<file path="config.mk">
export PLATFORM = sky130hd
export DESIGN_NAME = pmu_addr_arbiter
export DESIGN_NICKNAME = d
export VERILOG_FILES = /design/src/rtl/pmu_addr_arbiter.sv
export SDC_FILE = /design/constraint.sdc
export NUM_CORES = 1
export LEC_CHECK = 0
export ABC_AREA = 1
export BUFFER_PORTS_ARGS = -buffer_cell sky130_fd_sc_hd__buf_2
export CAP_MARGIN = 20
export CELL_PAD_IN_SITES_DETAIL_PLACEMENT = 0
export CELL_PAD_IN_SITES_GLOBAL_PLACEMENT = 1
export CORE_MARGIN = 5
export CORE_UTILIZATION = 28
export CTS_CLUSTER_DIAMETER = 100
export DETAILED_ROUTE_END_ITERATION = 10
export PLACE_DENSITY = 0.86
export SLEW_MARGIN = 15
export SYNTH_ARGS = -nofsm -noshare
export SYNTH_HDL_FRONTEND = slang
export SYNTH_SLANG_ARGS = --single-unit
</file>
<file path="constraint.sdc">
create_clock -name clk -period 1.8 [get_ports clk]
set_clock_uncertainty 0.2 [all_clocks]
set_input_delay 0.27 -clock clk [delete_from_list [all_inputs] [get_ports clk]]
set_output_delay 0.27 -clock clk [all_outputs]
set_load 0.02 [all_outputs]
</file>
<file path="src/rtl/pmu_addr_arbiter.sv">
// Two-requester round-robin arbiter for the PMU address generator command port.
// Burst-granular grants with a burst-length cap, followed by one registered output stage.
module pmu_addr_arbiter #(
  parameter int DATA_W    = 40,
  parameter int MAX_BURST = 8,
  parameter int CNT_W     = 8
) (
  input  logic              clk,
  input  logic              rst_n,
  input  logic              req0_valid_i,
  input  logic [DATA_W-1:0] req0_data_i,
  input  logic              req0_last_i,
  output logic              req0_ready_o,
  input  logic              req1_valid_i,
  input  logic [DATA_W-1:0] req1_data_i,
  input  logic              req1_last_i,
  output logic              req1_ready_o,
  output logic              out_valid_o,
  output logic [DATA_W-1:0] out_data_o,
  output logic              out_src_o,
  input  logic              out_ready_i,
  output logic              busy_o,
  output logic [1:0]        grant_o
);

  typedef enum logic [1:0] {
    IDLE   = 2'd0,
    GRANT0 = 2'd1,
    GRANT1 = 2'd2
  } state_t;

  state_t             state_q, state_d;
  logic [CNT_W-1:0]   cnt_q, cnt_d;
  logic [CNT_W-1:0]   cnt_inc;
  logic               ptr_q, ptr_d;

  logic               vld_p1;
  logic [DATA_W-1:0]  data_p1;
  logic               src_p1;

  logic               slot_free;
  logic               load;
  logic               load_src;
  logic               load_last;
  logic [DATA_W-1:0]  load_data;

  // The output slot can take a word when empty or when it drains this cycle.
  assign slot_free = !vld_p1 || out_ready_i;
  assign cnt_inc   = cnt_q + CNT_W'(1);

  always_comb begin
    state_d      = state_q;
    cnt_d        = cnt_q;
    ptr_d        = ptr_q;
    req0_ready_o = 1'b0;
    req1_ready_o = 1'b0;
    load         = 1'b0;
    load_src     = 1'b0;
    load_last    = 1'b0;
    load_data    = req0_data_i;

    case (state_q)
      IDLE: begin
        if (req0_valid_i && req1_valid_i)
          state_d = ptr_q ? GRANT1 : GRANT0;
        else if (req0_valid_i)
          state_d = GRANT0;
        else if (req1_valid_i)
          state_d = GRANT1;
      end
      GRANT0: begin
        req0_ready_o = slot_free;
        if (req0_valid_i && slot_free) begin
          load      = 1'b1;
          load_src  = 1'b0;
          load_last = req0_last_i;
          load_data = req0_data_i;
        end
      end
      GRANT1: begin
        req1_ready_o = slot_free;
        if (req1_valid_i && slot_free) begin
          load      = 1'b1;
          load_src  = 1'b1;
          load_last = req1_last_i;
          load_data = req1_data_i;
        end
      end
      default: state_d = IDLE;
    endcase

    // Release the grant on burst end or when the cap is hit; hand priority to the other side.
    if (load) begin
      if (load_last || (cnt_inc == CNT_W'(MAX_BURST))) begin
        state_d = IDLE;
        cnt_d   = '0;
        ptr_d   = ~load_src;
      end else begin
        cnt_d = cnt_inc;
      end
    end
  end

  always_ff @(posedge clk) begin
    if (!rst_n) begin
      state_q <= IDLE;
      cnt_q   <= '0;
      ptr_q   <= 1'b0;
    end else begin
      state_q <= state_d;
      cnt_q   <= cnt_d;
      ptr_q   <= ptr_d;
    end
  end

  // Output register stage
  always_ff @(posedge clk) begin
    if (!rst_n) begin
      vld_p1  <= 1'b0;
      data_p1 <= '0;
      src_p1  <= 1'b0;
    end else if (load) begin
      vld_p1  <= 1'b1;
      data_p1 <= load_data;
      src_p1  <= load_src;
    end else if (out_ready_i) begin
      vld_p1  <= 1'b0;
    end
  end

  assign out_valid_o = vld_p1;
  assign out_data_o  = data_p1;
  assign out_src_o   = src_p1;
  assign busy_o      = (state_q != IDLE) || vld_p1;
  assign grant_o     = {state_q == GRANT1, state_q == GRANT0};

endmodule

</file>
==> summary.txt, run 1 <==
Synthesis
  – Synth warn: 0
  – Area leader, netlist: dfxtp_1
  – Post-synth top area share: around 41%
  – Syn avg cell area: 7.55 um2
  – List of most frequent post-synthesis cells: nand2_1 (66), dfxtp_1 (53), nand3_1 (46), a31oi_1 (40), o21ai_1 (31)
  – Synth Instances: 340
  – Post-synth EDFFs: 0
  – Post-Syn Area: 2570 um2
  – Post-Syn Nets: 431
  – Primary FF master, synth: dfxtp_1
  – Cell with the most instances after synthesis: nand2_1
  – FF+latch count, synth: 53
  – Largest cells by area after synthesis: dfxtp_1 (41%), a31oi_1 (9.8%), nand2_1 (9.7%)
  – Async S/R FF share, synth: 0%
  – Sequential area share after synthesis: 41.3%
  – Distinct cells, synth: 29

Clock tree
  – CTS Buf Count: 5
  – Root buf cell: clkbuf_8
  – H-tree depth: 2
  – Hold-fix buffers at CTS: 0
  – Worst skew pair latency: 0.30 ns
  – Reg clk slew, reported paths: roughly 0.10 ns
  – CTS tree: done
  – Clk buf depth: 2
  – Sink Count: 53

Min path
  – Worst min-delay path class: input pin to flip-flop

Placed design
  – Routability cong.: 0.818
  – Port Buf Inserts: 133
  – HPWL Detailed: 5990 um
  – Placed cell count: between 500 and 600
  – Dpl ws: -0.0724 ns

Critical path
  – FF-to-FF End: out_data_o[34]
  – Worst path slowest cell: dfxtp_2
  – CP startpoint kind: flip-flop
  – Crit-path leading delay family: buffers and inverters
  – Kind of critical path: flip-flop to flip-flop
  – CP required: 1.83 ns
  – CP Max Fanout: 7
  – Critical path arrival: ~1.8 ns
  – CP Capture Point: out_data_o[34]
  – Worst Reg-to-Reg Cells: 10
  – Cell Chain, Critical Path: buf_6 -> ha_4 -> inv_4 -> nor2_8 -> nand3_4 -> nand2_8 -> buf_8 -> buf_12 -> o21ai_2 -> a31oi_1
  – Critical path launch point: state_q[1]
  – Worst path bufs/invs: 4
  – Max incr delay on CP: 0.36 ns
  – Worst setup EP type: flip-flop
  – Critical R2R Launch: state_q[1]
  – Crit path depth: 10
  – Setup slack, reg-to-reg: around 0.05 ns

GRT
  – Initial antenna violation count: 0
  – Largest net degree at the start of global routing: 46
  – Total track usage: 14.4%
  – Via count of the first global-routing pass: 2,866
  – First-pass GRT wire length: 13,400 um
  – Global route overflow: 0

Cells and area
  – NumNets Final: 580
  – Seq. cell area: roughly 1100 um2
  – Diodes inserted: 0
  – Area Growth Syn to Fin: 55.6%
  – Final-layout fill cell count: 935
  – Fin cells: 601
  – Fraction of layout cells with a size suffix above 1: 45.3%
  – Final core utilization: 44.1%
  – Multi-input gate area: 1430 um2

Pwr
  – Clock share of power: 24.4%
  – Comb pwr share: 28.9%
  – Switching Share: a little under a third
  – P_sw: 0.000885 W
  – P per Cell Area: 696 nW/um2
  – Static Leak: 1.88 nW
  – Int Pwr: about 0.0019 W
  – Reg power frac: 46.6%
  – Peak supply drop: 0.337 mV

Timing
  – RSZ-0062 raised after global routing: true
  – Final period util: between 90% and 100%
  – FMAX: 572 MHz
  – Fin. Hold Viols: 0
  – Slew HR: a little under three quarters
  – Slew Viols, Final: 0
  – Fin crit period: roughly 1.7 ns
  – Final setup viols: 0
  – Slew @ Worst Pin: 0.430 ns
  – Min Hold Slack: 0.0159 ns
  – Final WS setup: 0.0512 ns

Die
  – Site Rows: 35
  – Die area: 11,200 um2
  – I/O pins: 134
  – Die Wd: 106 um
  – Die Ht: ~110 um
  – Initial Util: 28.3%
  – Core area: 9060 um2

Routing
  – Drc violations: 0
  – Post-DRT Antenna Nets: 0
  – Pre-antenna DRT Iters: 4
  – Initial DRC Count: 103
  – Routed vias/inst: 4.85
  – Final wirelength: 8810 um
  – Avg WL per Cell: around 15 um
  – DR vias: 2,912

Outcome
  – Status: finished, final reports clean

Job
  – Maxcap violations: 0
routing by layer:
metal | routed length (um) | track usage, % | vias up
met5 | 0 | 0 | -
met4 | 97 | 3.89 | 0
met3 | 498 | 3.25 | 6
met2 | 4310 | 24.2 | 94
met1 | 3910 | 18.4 | 1336
li1 | - | - | 1476
flip-flops by register name (all words and copies together), names as in the netlist:
| register | flops |
|---|---|
| cnt_q | 8 |
| out_data_o | 40 |
| out_src_o | 1 |
| out_valid_o | 1 |
| ptr_q | 1 |
| state_q | 2 |
worst min-delay path by stage:
| stage | endpoint | slack (ns) | start | depth (start not counted) |
|---|---|---|---|---|
| after floorplan | out_data_o[4] | 0.23 | req0_data_i[4] | 2 |
| after global placement | out_src_o | 0.29 | out_src_o | 2 |
| after detailed placement | out_src_o | 0.30 | out_src_o | 2 |
| after CTS | out_data_o[30] | 0.003 | req0_data_i[30] | 3 |
| after global routing | out_data_o[3] | 0.002 | req0_data_i[3] | 3 |
| final | out_data_o[30] | 0.02 | req0_data_i[30] | 3 |
worst register-to-register path, delay by kind of cell (launching register included):
kind,cells,cell delay [ns]
flip-flops,1,0.36
AO/OA/AOI/OAI,2,0.21
AND/OR/NAND/NOR,3,0.36
buffers and inverters,4,0.43
adder cells (fa/ha/maj),1,0.14
cell usage in the layout (no fill, tap or decap), drive strengths merged, types with 3 or more instances in the layout:
cell    count
a21oi       3
nor2       20
ha          4
inv        19
a31oi      40
nand2      70
xor2        3
clkbuf     12
dfxtp      53
nand3      48
buf       162
o21ai      48
power groups by stage:
stage / logic (W) / clock network [W] / registers (W)
2_1_floorplan: 0.000321 / 0 / 0.00139
3_3_place_gp: 0.000670 / 0 / 0.00132
3_5_place_dp: 0.000678 / 0 / 0.00132
4_1_cts: 0.000722 / 0.000711 / 0.00129
5_1_grt: 0.000878 / 0.000756 / 0.00131
6_report: 0.000804 / 0.000680 / 0.00130
final cells by class:
cell class              count  area share [%]
flip-flops and latches     53            26.7
repair buffers            169            29.9
multi-input cells         242            35.9
inverters                  18            1.82
well taps                 111            3.48
clock buffers               5            1.72
clock inverters             3           0.533
cells by family (layout without fill, tap and decap cells):
kind of cell / Yosys count / count (layout) / share of synthesized area [%]
flip-flops: 53 / 53 / 41.3
multiplexers: 1 / 1 / 0.390
adder cells (fa/ha/maj): 4 / 4 / 1.95
AND/OR/NAND/NOR: 138 / 139 / 25.8
buffers and inverters: 46 / 195 / 8.43
AO/OA/AOI/OAI: 95 / 95 / 21.1
XOR/XNOR: 3 / 3 / 1.02
stage by stage:
| step | area (um2) | power (W) | setup TNS, ns |
|---|---|---|---|
| 2_1_floorplan | 2590 | 0.00171 | 0 |
| 3_3_place_gp | 3490 | 0.00199 | -0.0250 |
| 3_5_place_dp | 3490 | 0.00199 | -0.623 |
| 4_1_cts | 3670 | 0.00273 | 0 |
| 5_1_grt | 3990 | 0.00294 | -1.12 |
| 6_report | 3990 | 0.00278 | 0 |
what timing repair did:
action,4_1_cts,5_1_grt
buffers inserted,3,3
pin swaps,0,12
gates resized for setup,11,29
gates cloned,1,8
setup endpoints to repair,27,46
endpoints found under the hold margin,0,0
Note: power is estimated with default switching activity, not from simulation.
==> run 2, diff against run 1 <==
==> constraint.sdc (replaced) <==
create_clock -name clk -period 1.8 [get_ports clk]
set_clock_uncertainty 0.2 [all_clocks]
set_input_delay 0.27 -clock clk [delete_from_list [all_inputs] [get_ports clk]]
set_output_delay 0.27 -clock clk [all_outputs]
set_load 0.1 [all_outputs]
==> run 2 against run 1 <==
Effect of this change: the run now ends with setup timing left; sequential share of layout area shrank 2.7 points; clock power grew 18%; die area unchanged; maximum frequency is 4.0% lower; final area grew 12%; clock-buffer cell count unchanged; global-route usage rose by 1.0 points; critical path depth is 4 lower; sequential power about the same; hold slack worse by 0.010 ns.
==> summary.txt, run 2 (synthesis results as in run 1) <==
Critical path
  – Setup slack, reg-to-reg: 0.01 ns (-0.04 ns)
  – Worst Reg-to-Reg Cells: 10 (unchanged)
  – Max incr delay on CP: 0.37 ns (about the same)
  – Worst setup EP type: output pin
  – Worst path slowest cell: dfxtp_2
  – CP Max Fanout: 2 (-5)
  – Kind of critical path: flip-flop to output pin
  – Critical R2R Launch: state_q[0]
  – Critical path launch point: state_q[0]
  – Critical path arrival: 1.35 ns (-0.43 ns)
  – Cell Chain, Critical Path: buf_6 -> ha_4 -> inv_2 -> nor2_4 -> buf_4 -> buf_12
  – FF-to-FF End: out_data_o[18]
  – Crit-path leading delay family: buffers and inverters
  – CP startpoint kind: flip-flop
  – Worst path bufs/invs: 4 (unchanged)
  – CP required: 1.33 ns (-0.50 ns)

Timing
  – Slew HR: 65.3% (-6.0 points)
  – RSZ-0062 raised after global routing: true
  – Slew @ Worst Pin: 0.524 ns (+0.0940 ns)
  – Setup TNS: -0.0247 ns (-0.0247 ns)
  – Slew Viols, Final: 0 (unchanged)
  – Fin crit period: 1.82 ns (+0.0731 ns)
  – Final WS setup: -0.0219 ns (-0.0731 ns)
  – Fin. Hold Viols: 0 (unchanged)
  – Final setup viols: 2 (+2)
  – Final period util: 101% (+4.1 points)
  – FMAX: 549 MHz (-4.0%)

Outcome
  – Status: finished with violations
  – Failing checks: setup timing

Die
  – Core area: 9060 um2 (unchanged)
  – Initial Util: 28.3% (unchanged)
  – I/O pins: 134 (unchanged)
  – Die Wd: 106 um (unchanged)
  – Die area: 11,200 um2 (unchanged)
  – Die Ht: 106 um (unchanged)
  – Site Rows: 35 (unchanged)

Clock tree
  – H-tree depth: 2 (unchanged)
  – Worst skew pair latency: 0.31 ns (about the same)
  – Clk buf depth: 2 (unchanged)
  – Root buf cell: clkbuf_8
  – Hold-fix buffers at CTS: 0 (unchanged)
  – CTS Buf Count: 5 (unchanged)
  – Sink Count: 53 (unchanged)
  – CTS tree: done
  – Reg clk slew, reported paths: 0.10 ns (about the same)

Pwr
  – Reg power frac: 36.8% (-9.8 points)
  – Clock share of power: 22.7% (-1.7 points)
  – Comb pwr share: 40.5% (+12 points)
  – Int Pwr: 0.00213 W (+12%)
  – Switching Share: 39.9% (+8.1 points)
  – P_sw: 0.00141 W (+60%)
  – Pwr Total: 0.00354 W (+27%)
  – Peak supply drop: 0.343 mV (+1.8%)
  – P per Cell Area: 790 nW/um2 (+13%)
  – Static Leak: 2.00 nW (+6.3%)

Min path
  – Worst min-delay path class: input pin to flip-flop
  – Hold path cells: 3 (unchanged)
  – Min-delay src: req0_data_i[7]
  – Hold EP: out_data_o[7]

Cells and area
  – Final-layout fill cell count: 863 (-7.7%)
  – Fraction of layout cells with a size suffix above 1: 55.8% (+10 points)
  – Seq. cell area: 1070 um2 (+0.82%)
  – Most common cell after layout, fill and taps aside: buf_2
  – Final instance area: 4480 um2 (+12%)
  – Fin cells: 604 (+0.50%)
  – Area Growth Syn to Fin: 74.6%
  – Commonest cells after routing, fill and taps aside: buf_2 (128), dfxtp_1 (46), nand3_1 (44)
  – Multi-input gate area: 1690 um2 (+18%)
  – Diodes inserted: 0 (unchanged)
  – Number of flip-flops in the largest register: 40 (unchanged)
  – NumNets Final: 584 (+0.69%)

GRT
  – GR Layer Usage met3: 3.37% (+0.12 points)
  – GR peak layer: met2
  – Met2 GRT Util: 25.2% (+1.0 points)
  – Initial antenna violation count: 0 (unchanged)
  – Routing usage on met1: 20.0% (+1.6 points)
  – Via count of the first global-routing pass: 2,938 (+2.5%)
  – Total track usage: 15.4% (+1.0 points)
  – First-pass GRT wire length: 14,200 um (+5.9%)
  – Largest net degree at the start of global routing: 46 (unchanged)
  – Global route overflow: 0 (unchanged)

Routing
  – Final wirelength: 9760 um (+11%)
  – Pre-antenna DRT Iters: 4 (unchanged)
  – Initial DRC Count: 110 (+6.8%)
  – Post-DRT Antenna Nets: 0 (unchanged)
  – Drc violations: 0 (unchanged)
  – DR vias: 3,048 (+4.7%)
  – Avg WL per Cell: 16.2 um (+10%)
  – Routed vias/inst: 5.05 (+4.2%)

Job
  – Maxcap violations: 0 (unchanged)

Placed design
  – HPWL Detailed: 5790 um (-3.3%)
  – Placed cell count: 572 (-1.0%)
  – Placed cell areas: 3500 um2 (+0.29%)
  – Routability cong.: 0.751 (-8.3%)
  – Port Buf Inserts: 133 (unchanged)
==> run 2: worst max-delay path by stage <==
stage / endpoint / slack (ns) / cells after the start
after global placement: out_data_o[30] / 0.03 / 10
after CTS: req1_ready_o / -0.02 / 6
final: req0_ready_o / -0.02 / 6
after detailed placement: out_data_o[19] / -0.02 / 10
after floorplan: out_data_o[0] / -0.52 / 10
after global routing: cnt_q[6] / -0.09 / 11
==> run 2: layout make-up <==
class / count / area share, %
multi-input cells: 242 / 37.7
flip-flops and latches: 53 / 24.0
inverters: 18 / 1.68
well taps: 111 / 3.10
clock inverters: 2 / 0.782
clock buffers: 5 / 1.54
repair buffers: 173 / 31.2
==> run 2: power groups by stage <==
stage | logic, W | registers (W) | clock network, W
CTS | 0.00125 | 0.00129 | 0.000823
global route | 0.00151 | 0.00131 | 0.000861
floorplan | 0.000411 | 0.00176 | 0
detailed placement | 0.00116 | 0.00132 | 0
finish | 0.00143 | 0.00130 | 0.000803
global placement | 0.00115 | 0.00132 | 0
==> run 2: per-layer routing <==
| layer | up-vias | routed length, um |
|---|---|---|
| met4 | 0 | 199 |
| met5 | - | 0 |
| met3 | 12 | 568 |
| li1 | 1489 | - |
| met1 | 1436 | 4200 |
| met2 | 111 | 4790 |
==> run 2: timing repair <==
action | in CTS | in global routing
resized for setup | 14 | 99
setup buffers | 6 | 5
cloned | 4 | 11
pin swaps | 1 | 29
endpoints found under the setup margin | 25 | 54
==> run 2: stage by stage <==
stage / hold WS, ns / util [%] / worst slack (ns)
finish: 0.00583 / 49.4 / -0.0219
global route: 0.0134 / 49.4 / -0.0909
CTS: 0.00116 / 42.2 / -0.0155
detailed placement: 0.287 / 38.6 / -0.0196
global placement: 0.272 / 38.6 / 0.0306
floorplan: 0.230 / - / -0.520
==> run 2: worst reg2reg max path, delay by kind of cell (launching register included) <==
family / cells / cell delay, ns
AOI/OAI and AO/OA: 1 / 0.09
adders and majority gates: 1 / 0.12
buffers and inverters: 5 / 0.60
DFF: 1 / 0.37
and+or+nand+nor: 3 / 0.32
